[src/rtl/bin2bcd_seq_if.sv]
// rtl/bin2bcd_seq_if.sv - start/busy/done handshake and result bus for bin2bcd_seq
interface bin2bcd_seq_if #(
  parameter int BIN_W  = 14,
  parameter int DIGITS = 4
);
  logic                  start;
  logic [BIN_W-1:0]      bin;
  logic                  busy;
  logic                  done;
  logic [4*DIGITS-1:0]   bcd;
  logic                  overflow;
  logic                  sign;

  modport master (output start, bin, input busy, done, bcd, overflow, sign);
  modport slave  (input start, bin, output busy, done, bcd, overflow, sign);
endinterface

[src/rtl/bin2bcd_seq.sv]
// rtl/bin2bcd_seq.sv - one-bit-per-clock double-dabble binary to BCD converter
// Optional two's-complement input enabled by defining BIN2BCD_SIGNED_EN.
module bin2bcd_seq #(
  parameter int BIN_W  = 14,
  parameter int DIGITS = 4
) (
  input  logic             clk,
  input  logic             rst,
  bin2bcd_seq_if.slave     bus
);
  localparam int BCD_W = 4 * DIGITS;
  localparam int CNT_W = (BIN_W > 2) ? $clog2(BIN_W) : 1;

  if (BIN_W < 2) begin : g_bad_bin_w
    $error("bin2bcd_seq: BIN_W must be >= 2");
  end
  if (DIGITS < 1) begin : g_bad_digits
    $error("bin2bcd_seq: DIGITS must be >= 1");
  end

  typedef enum logic [1:0] {S_IDLE, S_SHIFT, S_DONE} state_t;

  state_t             state_q, state_d;
  logic [CNT_W-1:0]   cnt_q, cnt_d;
  logic [BCD_W-1:0]   digs_q, digs_d;
  logic [BIN_W-1:0]   opnd_q, opnd_d;
  logic               acc_ovf_q, acc_ovf_d;
  logic               busy_q, busy_d;
  logic               done_q, done_d;
  logic [BCD_W-1:0]   bcd_q, bcd_d;
  logic               ovf_q, ovf_d;
  logic               sign_q, sign_d;
  logic               sign_w_q, sign_w_d;

  logic [BCD_W-1:0]   adj;
  logic [BCD_W-1:0]   digs_sh;
  logic [BIN_W-1:0]   opnd_sh;
  logic               shift_out;
  logic [BIN_W-1:0]   mag;
  logic               bin_neg;
  logic               accept;

  always_comb begin
    adj = digs_q;
    for (int i = 0; i < DIGITS; i++) begin
      if (digs_q[4*i +: 4] >= 4'd5) adj[4*i +: 4] = digs_q[4*i +: 4] + 4'd3;
    end
    // A carry out of the top digit means the operand needs more digits than we have.
    shift_out = adj[BCD_W-1];
    digs_sh   = {adj[BCD_W-2:0], opnd_q[BIN_W-1]};
    opnd_sh   = {opnd_q[BIN_W-2:0], 1'b0};
  end

`ifdef BIN2BCD_SIGNED_EN
  always_comb begin
    bin_neg = bus.bin[BIN_W-1];
    // Unsigned negate: the most negative value maps onto its own bit pattern, which is the right magnitude.
    mag     = bin_neg ? ((~bus.bin) + BIN_W'(1)) : bus.bin;
  end
`else
  always_comb begin
    bin_neg = 1'b0;
    mag     = bus.bin;
  end
`endif

  assign accept = bus.start && (state_q != S_SHIFT);

  always_comb begin
    state_d   = state_q;
    cnt_d     = cnt_q;
    digs_d    = digs_q;
    opnd_d    = opnd_q;
    acc_ovf_d = acc_ovf_q;
    busy_d    = busy_q;
    done_d    = 1'b0;
    bcd_d     = bcd_q;
    ovf_d     = ovf_q;
    sign_d    = sign_q;
    sign_w_d  = sign_w_q;
    case (state_q)
      S_SHIFT: begin
        digs_d    = digs_sh;
        opnd_d    = opnd_sh;
        acc_ovf_d = acc_ovf_q | shift_out;
        cnt_d     = cnt_q - CNT_W'(1);
        if (cnt_q == '0) begin
          state_d = S_DONE;
          busy_d  = 1'b0;
          done_d  = 1'b1;
          bcd_d   = digs_sh;
          ovf_d   = acc_ovf_q | shift_out;
          sign_d  = sign_w_q;
        end
      end
      default: begin
        if (accept) begin
          state_d   = S_SHIFT;
          busy_d    = 1'b1;
          cnt_d     = CNT_W'(BIN_W - 1);
          digs_d    = '0;
          opnd_d    = mag;
          acc_ovf_d = 1'b0;
          sign_w_d  = bin_neg;
        end else begin
          state_d = S_IDLE;
        end
      end
    endcase
  end

  always_ff @(posedge clk) begin
    if (rst) begin
      state_q   <= S_IDLE;
      cnt_q     <= '0;
      digs_q    <= '0;
      opnd_q    <= '0;
      acc_ovf_q <= 1'b0;
      busy_q    <= 1'b0;
      done_q    <= 1'b0;
      bcd_q     <= '0;
      ovf_q     <= 1'b0;
      sign_q    <= 1'b0;
      sign_w_q  <= 1'b0;
    end else begin
      state_q   <= state_d;
      cnt_q     <= cnt_d;
      digs_q    <= digs_d;
      opnd_q    <= opnd_d;
      acc_ovf_q <= acc_ovf_d;
      busy_q    <= busy_d;
      done_q    <= done_d;
      bcd_q     <= bcd_d;
      ovf_q     <= ovf_d;
      sign_q    <= sign_d;
      sign_w_q  <= sign_w_d;
    end
  end

  assign bus.busy     = busy_q;
  assign bus.done     = done_q;
  assign bus.bcd      = bcd_q;
  assign bus.overflow = ovf_q;
  assign bus.sign     = sign_q;
endmodule

[src/flat_wrapper.sv]
// flat-port wrapper written by rule: the top's interface ports become plain ports
module bin2bcd_seq_flat 
#(
  parameter int BIN_W  = 14,
  parameter int DIGITS = 4
)
  (clk, rst, bus_start, bus_bin, bus_busy, bus_done, bus_bcd, bus_overflow, bus_sign);
  bin2bcd_seq_if #(.BIN_W(BIN_W), .DIGITS(DIGITS)) bus_i ();
  input  logic clk;
  input  logic rst;
  input wire logic [$bits(bus_i.start)-1:0] bus_start;
  input wire logic [$bits(bus_i.bin)-1:0] bus_bin;
  output wire logic [$bits(bus_i.busy)-1:0] bus_busy;
  output wire logic [$bits(bus_i.done)-1:0] bus_done;
  output wire logic [$bits(bus_i.bcd)-1:0] bus_bcd;
  output wire logic [$bits(bus_i.overflow)-1:0] bus_overflow;
  output wire logic [$bits(bus_i.sign)-1:0] bus_sign;
  assign bus_i.start = bus_start;
  assign bus_i.bin = bus_bin;
  assign bus_busy = bus_i.busy;
  assign bus_done = bus_i.done;
  assign bus_bcd = bus_i.bcd;
  assign bus_overflow = bus_i.overflow;
  assign bus_sign = bus_i.sign;
  bin2bcd_seq #(.BIN_W(BIN_W), .DIGITS(DIGITS)) u_core (.clk(clk), .rst(rst), .bus(bus_i));
endmodule
[config.mk]
export PLATFORM = sky130hd
export DESIGN_NAME = bin2bcd_seq_flat
export DESIGN_NICKNAME = d
export VERILOG_FILES = /design/src/rtl/bin2bcd_seq_if.sv /design/src/rtl/bin2bcd_seq.sv /design/src/flat_wrapper.sv
export SDC_FILE = /design/constraint.sdc
export NUM_CORES = 1
export LEC_CHECK = 0
export CORE_MARGIN = 2
export CORE_UTILIZATION = 35
export DETAILED_ROUTE_END_ITERATION = 10
export HOLD_SLACK_MARGIN = 0.02
export SLEW_MARGIN = 20
export SYNTH_ARGS = -nofsm -noshare
export SYNTH_HDL_FRONTEND = slang
export SYNTH_SLANG_ARGS = --single-unit
[constraint.sdc]
create_clock -name clk -period 2 [get_ports clk]
set_clock_uncertainty 0.15 [all_clocks]
set_input_delay 0.4 -clock clk [delete_from_list [all_inputs] [get_ports clk]]
set_output_delay 0.4 -clock clk [all_outputs]
set_load 0.01 [all_outputs]
==> Yosys cells after proc, flatten, opt, wreduce, memory -nomap -nowiden <==
Cells that the tools add are included.
{ "op_classes": {"bitwise_logic": 2, "mux": 19, "n_eq_ne": 3, "add_sub_neg": 5, "order_cmp": 4, "reduce_logical": 7} }
{ "ops": {"columns": ["cell", "n"], "rows": [
  ["two-way mux 16 bit", 2],
  ["two-way mux 14 bit", 2],
  ["two-way mux 4 bit", 6],
  ["adder 4 x 2 -> 4 bit (second input constant)", 4],
  ["greater-or-equal comparator 4 x 3 -> 1 bit (second input constant)", 4],
  ["two-way mux 1 bit", 7],
  ["logical NOT 4 bit", 1],
  ["two-way mux 2 bit", 2],
  ["!= test 2 x 1 -> 1 bit (second input constant)", 2],
  ["AND reduction 2 bit", 2],
  ["OR reduction 2 bit", 2],
  ["subtractor 4 x 1 -> 4 bit (second input constant)", 1],
  ["== test 2 x 1 -> 1 bit (second input constant)", 1],
  ["nonzero test 2 bit", 1],
  ["logical AND 1 bit", 1],
  ["NOT 1 bit", 1],
  ["OR 1 bit", 1]
]} }
{ "word_totals": {"register_bits": 56, "output_inout_bits": 20, "word_cells": 50, "inputBits": 17} }

==> Longest topological paths before layout <==
Gate-level depths: netlist of the first run.
{ "depth": {"word_depth": 4, "mapped_depth": 7, "mapped_depth_nobuf": 6} }

==> Worst setup path after synthesis of the first run <==
OpenSTA, ideal clock, no wires.
{ "synth_timing": {"path_kind": "flip-flop to flip-flop", "start": "register u_core.digs_q[8]", "end": "register u_core.bcd_q[10] (netlist: u_core.bus.bcd[10])", "period_less_slack_ps": 1591, "required_time_ps": 1783, "setup_ps": 67, "n_path_buf": 0, "stages_incl_launch_ff": 7, "arrival_ps": 1374, "path_slack_ps": 409, "cell_sequence": "dfxtp_1 > inv_1 > ha_1 > nand2b_1 > a21oi_1 > mux2_2 > o21ai_2"} }
{ "synth_between": {"elab_chain_cells": 2, "word_cells_on_any_way": 3, "cone_classes": "add/sub (1); order compare (1); mux (1)"} }
{ "synth_lines": {"columns": ["element", "line", "source"], "rows": [
  ["from (decl)", "bin2bcd_seq.sv:25", "logic [BCD_W-1:0] digs_q, digs_d;"],
  ["from (signal assigned)", "bin2bcd_seq.sv:128", "digs_q <= digs_d;"],
  ["adder 4 x 2 -> 4 bit or greater-or-equal comparator 4 x 3 -> 1 bit (tied branches)", "bin2bcd_seq.sv:46", "if (digs_q[4*i +: 4] >= 4'd5) adj[4*i +: 4] = digs_q[4*i +: 4] + 4'd3;"],
  ["two-way mux 4 bit *", "bin2bcd_seq.sv:46", null],
  ["to (signal assigned)", "bin2bcd_seq.sv:121", "bcd_q <= '0;"],
  ["to (signal assigned)", "bin2bcd_seq.sv:133", "bcd_q <= bcd_d;"],
  ["to (decl)", "bin2bcd_seq.sv:30", "logic [BCD_W-1:0] bcd_q, bcd_d;"]
]} }
Every way passes the cells marked *; elsewhere a longest branch is shown, timed or not.
A chain may end at the register's enable or synchronous reset.

==> Worst setup path after layout of the first run <==
{ "layout_timing": {"start": "register u_core.digs_q[8]", "end": "register u_core.digs_q[10]"} }
{ "layout_between": {"elab_chain_cells": 3, "word_cells_on_any_way": 4, "cone_classes": "add/sub (1); order compare (1); mux (2)"} }
{ "layout_lines": {"columns": ["element", "line", "source"], "rows": [
  ["adder 4 x 2 -> 4 bit or greater-or-equal comparator 4 x 3 -> 1 bit (tied branches)", "bin2bcd_seq.sv:46", null],
  ["two-way mux 4 bit *", "bin2bcd_seq.sv:46", null],
  ["two-way mux 16 bit *", "bin2bcd_seq.sv:81", "case (state_q)"]
]} }
Marked as above.

==> flow_summary_export.csv, run 1 <==
group,metric,value,unit
run_status,status,"finished, final reports clean",
worst_setup_path,start_kind,"flop",
clock_network,clkTransAtPathRegs,0.10,ns
worst_setup_path,startpoint,"u_core.digs_q[8]",
sta,tns,0,ns
route,totalWireLength,4.968,mm
worst_setup_path,worstPathArrival,1.85,ns
floorplan,die_x,89.04,microns
yosys,synthFlopType,"dfxtp_1",
clock_network,cts_made_buffers,5,
placement,place_congestion,0.7284,
min_path,min_to,"u_core.bus.bcd[2]",
layout,antenna-diode-count,0,
floorplan,die_h,89.04,microns
sta,period_needed,1.759,ns
worst_setup_path,worst_r2r_endpoint,"u_core.digs_q[10]",
yosys,syn-mean-instance-area,9.072,sq um
global_routing,antenna_found_initial,0,
yosys,synthArstFlopShare,0,%
global_routing,grt_pass1_vias,1852,
flow_run,cap_violations,0,
route,via_per_inst,4.882,
yosys,ys_types,35,
route,wl_per_cell,11.97,microns
route,drc,0,
clock_network,htreeDepth,2,
worst_setup_path,worstRegToRegCells,6,
global_routing,gr-usage-all-layers,13.38,%
global_routing,grt_pass1_wl,8.355,mm
route,initialDrtViolationCount,78,
worst_setup_path,worst_ep_required_time,2.10,ns
yosys,syn-cell-area,0.002531,sq mm
global_routing,grt_overflow,0,
min_path,hold_start,"u_core.bus.bcd[2]",
clock_network,clockBufferDepth,2,
sta,setup-violations-final,0,
route,vias,2026,
sta,rsz0062_at_grt,"false",
yosys,synth_nets,305,
worst_setup_path,path_max_fanout,5,
clock_network,insertion_delay,0.31,ns
yosys,synth-seq-cells,56,
clock_network,clkSinkCount,56,
layout,drive_above_1_share,11.71,%
placement,portBuffers,35,
worst_setup_path,worstPathCellList,"inv_1 > ha_1 > nand2b_1 > a21oi_1 > mux2_2 > o22ai_1",
layout,nets,341,
power,ir_drop,0.2770,mV
placement,dpl.hpwl,3.575,mm
global_routing,grt_max_degree,41,
route,dr.pass1.iters,4,
worst_setup_path,crit_buf_inv,1,
clock_network,cts_root_buf,"clkbuf_8",
placement,place_area,0.003009,sq mm
sta,finalCritPeriodShare,87.97,%
floorplan,dieArea,0.007928,sq mm
worst_setup_path,cp_top_family,"multiplexers",
power,leakagePower,1.111,nW
worst_setup_path,cp-end-kind,"flop",
floorplan,pin_count,37,
worst_setup_path,worstReg2RegStart,"u_core.digs_q[8]",
yosys,ys_seq_area_share,44.29,%
worst_setup_path,path_class,"flop to flop",
clock_network,cts_hold_buf,0,
yosys,syn-instance-count,279,
floorplan,fp.coreArea,0.007137,sq mm
layout,area_delta_synth_final,22.59,%
min_path,whs_path_depth,2,
sta,max_clock_freq,568.4,MHz
floorplan,start_util,35.47,%
sta,fin_hold_ws,0.3091,ns
clock_network,cts_tree,"built",
layout,fin_util,43.48,%
layout,fin_area,0.003103,sq mm
sta,report.final.slew_viol_count,0,
clock_network,ctsResizeCount,0,
min_path,hp-class,"flop to flop",
floorplan,num_rows,31,
worst_setup_path,worst-r2r-setup-slack,0.24,ns
yosys,synth_edf_count,0,
route,antenna_left,0,
power,powerDensity,686.0,mW/mm^2
sta,timing.final.hold_violations,0,
worst_setup_path,slowest_delay,0.40,ns
clock_network,post_cts_buffers,0,
worst_setup_path,slowest_stage,"mux2_2",
yosys,yosys_warnings,0,
==> cell usage in the layout, fill, tap and decap left out, drive strengths merged <==
master         count
dfxtp             56
clkdlybuf4s50     35
o21ai             27
a21oi             20
nand2             19
nor2              19
nand3             17
mux2i             14
a211oi            14
inv               13
buf               13
o22ai             11
ha                 9
nor3b              8
nor3               8
clkbuf             7
nand2b             5
mux2               4
xnor2              4
nor2b              3
a31oi              3
or2b               1
or2                1
and2               1
o21a               1
a22o               1
conb               1
clkinvlp           1
==> state kept, by name, summed over array words and instances (netlist names) <==
signal               flops
u_core.digs_q           16
u_core.cnt_q             4
u_core.acc_ovf_q         1
u_core.state_q           2
u_core.bus.overflow      1
u_core.bus.done          1
u_core.opnd_q           14
u_core.bus.busy          1
u_core.bus.bcd          16
==> worst max-delay path by stage <==
stage	endpoint	slack, ns	cells past startpoint
floorplan	u_core.bus.bcd[10]	0.41	6
global placement	u_core.digs_q[8]	0.18	5
detailed placement	u_core.digs_q[9]	0.16	5
CTS	u_core.bus.bcd[14]	0.22	6
global route	u_core.digs_q[10]	0.1	6
finish	u_core.digs_q[10]	0.24	6
==> where the power goes <==
part	total, mW	switching [mW]	internal (mW)
combinational	0.280	0.150	0.131
sequential	1.19	0.0309	1.16
clock	0.656	0.373	0.283
==> metal layers <==
layer | track usage (%) | part of all wire [%]
met2 | 22.80 | 47
met3 | 2.401 | 3.1
met4 | 4.885 | 0.89
met1 | 16.98 | 49
met5 | 0 | 0
==> Yosys cell counts (2+ instances only) <==
cell type	instances	area share, %
a211oi_1	14	4.2
nor2_1	18	2.7
nor3b_1	8	2.4
o21ai_2	9	3.1
nor3_1	8	1.6
a21oi_1	20	4.0
nand2_1	19	2.8
buf_2	7	1.4
clkbuf_1	6	0.89
inv_1	13	1.9
ha_1	9	4.4
nor2b_1	2	0.49
o21ai_0	18	3.6
dfxtp_1	56	44
a31oi_1	2	0.49
nand2b_1	5	1.2
mux2i_1	14	5.5
buf_4	2	0.59
buf_6	2	0.89
o22ai_1	11	2.7
nand3_1	16	3.2
xnor2_1	4	1.4
mux2_2	4	1.8
==> per-stage QoR <==
step                std cells  power, mW  setup slack, ns
finish                    415      2.129           0.2406
global route              415      2.227          0.09568
CTS                       415      2.159           0.2217
detailed placement        407      1.501           0.1648
global placement          407      1.498           0.1751
floorplan                 279      1.404           0.4090
==> cell type report <==
type | instances | area [sq um]
repair buffers | 48 | 473.0
multi-input cells | 191 | 1242
fillers | 757 | 4034
clock inverters | 1 | 7.507
flip-flops and latches | 56 | 1121
well taps | 99 | 123.9
clock buffers | 7 | 86.33
inverters | 13 | 48.80
==> cell families (layout without fill, tap and decap cells) <==
| group | Yosys count | after routing | synth area share, % |
|---|---|---|---|
| and+or+nand+nor | 82 | 82 | 16.31 |
| AOI/OAI and AO/OA | 77 | 77 | 19.48 |
| DFF | 56 | 56 | 44.29 |
| buffers and inverters | 32 | 69 | 6.623 |
| muxes | 18 | 18 | 7.316 |
| adders and majority gates | 9 | 9 | 4.449 |
| xor gates and xnor gates | 4 | 4 | 1.384 |
| other | 1 | 1 | 0.1482 |
==> worst register-to-register path: stages, from the launching register on <==
cell	delay (ns)
dfxtp_1	0.35
inv_1	0.10
ha_1	0.26
nand2b_1	0.09
a21oi_1	0.23
mux2_2	0.40
o22ai_1	0.12
(Power assumes the default switching activity.)
==> run 2, diff against run 1 <==
Settings changed: CORE_MARGIN 2 to 8.
==> flow_summary_export.csv, run 2 (synthesized netlist as in run 1, its figures left out) <==
group,metric,value,unit
run_status,status,"finished, final reports clean",
clock_network,cts_hold_buf,0,
sta,setup-violations-final,0,
clock_network,ctsResizeCount,0,
worst_setup_path,slowest_delay,0.39,ns
worst_setup_path,cp_num_cells,6,
worst_setup_path,cp_top_family,"multiplexers",
floorplan,dieArea,0.01021,sq mm
worst_setup_path,worst_ep_required_time,2.09,ns
route,initialDrtViolationCount,56,
clock_network,post_cts_buffers,0,
min_path,hp-class,"flop to flop",
sta,timing.final.hold_violations,0,
route,totalWireLength,5.124,mm
floorplan,num_rows,31,
floorplan,die_x,101.0,microns
clock_network,insertion_delay,0.30,ns
placement,dpl.hpwl,3.715,mm
route,via_per_inst,4.882,
route,drc,0,
clock_network,clkTransAtPathRegs,0.09,ns
route,wl_per_cell,12.35,microns
route,vias,2026,
worst_setup_path,worstPathArrival,1.83,ns
layout,nets,341,
global_routing,grt_max_degree,23,
worst_setup_path,path_class,"flop to flop",
worst_setup_path,startpoint,"u_core.digs_q[8]",
global_routing,grt_pass1_vias,2018,
sta,finalCritPeriodShare,87.13,%
clock_network,htreeDepth,2,
placement,portBuffers,35,
power,total_power,2.104,mW
route,dr.pass1.iters,4,
clock_network,clockBufferDepth,2,
floorplan,start_util,35.47,%
layout,final_cell_mix,"dfxtp_1, clkdlybuf4s50_1, a21oi_1",
placement,place_congestion,0.7248,
global_routing,antenna_found_initial,0,
clock_network,cts_made_buffers,5,
global_routing,grt_overflow,0,
sta,report.final.slew_viol_count,0,
worst_setup_path,worstReg2RegStart,"u_core.digs_q[8]",
layout,area_delta_synth_final,22.05,%
clock_network,cts_root_buf,"clkbuf_8",
layout,final_common_cell,"dfxtp_1",
worst_setup_path,worstPathCellList,"inv_1 > ha_1 > nand2b_1 > a21oi_1 > mux2_2 > o22ai_1",
worst_setup_path,slowest_stage,"mux2_2",
layout,antenna-diode-count,0,
sta,period_needed,1.743,ns
worst_setup_path,start_kind,"flop",
power,leakagePower,1.112,nW
worst_setup_path,worst-r2r-setup-slack,0.26,ns
floorplan,fp.coreArea,0.007137,sq mm
power,powerDensity,681.1,mW/mm^2
power,ir_drop,0.3376,mV
worst_setup_path,worst_r2r_endpoint,"u_core.digs_q[10]",
worst_setup_path,path_max_fanout,5,
sta,max_clock_freq,573.8,MHz
global_routing,gr-usage-all-layers,10.66,%
layout,drive_above_1_share,12.03,%
sta,rsz0062_at_grt,"false",
floorplan,pin_count,37,
route,antenna_left,0,
worst_setup_path,worstRegToRegCells,6,
sta,tns,0,ns
flow_run,cap_violations,0,
worst_setup_path,crit_end,"u_core.digs_q[10]",
clock_network,cts_tree,"built",
floorplan,die_h,101.0,microns
worst_setup_path,cp-end-kind,"flop",
global_routing,grt_pass1_wl,8.818,mm
worst_setup_path,crit_buf_inv,1,
clock_network,clkSinkCount,56,
[run 2: cell types whose count changed in the layout (fill, tap and decap cells not counted), sizes merged]
| cell | previous run | this run |
|---|---|---|
| clkinv | 0 | 2 |
| clkinvlp | 1 | 0 |
| clkbuf | 7 | 6 |
[run 2: worst reg2reg max path, delay by kind of cell, from the launching register on]
kind	cells	cell delay [ns]
compound gates	2	0.36
fa+ha+maj	1	0.24
buf+inv	1	0.10
flops	1	0.35
mux	1	0.39
simple gates	1	0.09
[run 2: metrics by stage]
step                worst slack, ns  std cells  utilization, %  hold WS (ns)  area [sq um]
CTS                          0.2319        415           43.29        0.3162          3089
detailed placement           0.1719        407           41.99        0.2956          2997
global route                 0.1171        415           43.29        0.3241          3089
global placement             0.2197        407           41.99        0.2875          2997
finish                       0.2573        415           43.29        0.3087          3089
floorplan                    0.4090        279               -        0.2945          2531
[run 2: worst min path at each step]
stage | from | to | slack, ns | cells after the start
2_1_floorplan | u_core.opnd_q[13] | u_core.digs_q[0] | 0.29 | 2
3_3_place_gp | u_core.bus.overflow | u_core.bus.overflow | 0.29 | 2
3_5_place_dp | u_core.bus.bcd[8] | u_core.bus.bcd[8] | 0.30 | 2
4_1_cts | u_core.bus.bcd[6] | u_core.bus.bcd[6] | 0.32 | 2
5_1_grt | u_core.bus.bcd[6] | u_core.bus.bcd[6] | 0.32 | 2
6_report | u_core.bus.bcd[7] | u_core.bus.bcd[7] | 0.31 | 2
[run 2: area by class of cell]
type | count | area (sq um)
Multi-Input combinational cell | 191 | 1242
Sequential cell | 56 | 1121
Clock inverter | 2 | 10.01
Fill cell | 743 | 4048
Tap cell | 99 | 123.9
Inverter | 13 | 48.80
Clock buffer | 6 | 82.58
Timing Repair Buffer | 48 | 460.4
[run 2: per-layer routing]
| metal | wire length (microns) | global-route usage [%] |
|---|---|---|
| met3 | 246 | 3.108 |
| met5 | 0 | 0 |
| met4 | 53 | 3.780 |
| met2 | 2357 | 18.27 |
| met1 | 2466 | 12.23 |
[run 2: report_power, final]
group	total [mW]	internal, mW	switching [mW]
logic	0.281	0.128	0.153
registers	1.19	1.16	0.0298
clock network	0.632	0.277	0.354
total	2.10	1.57	0.537
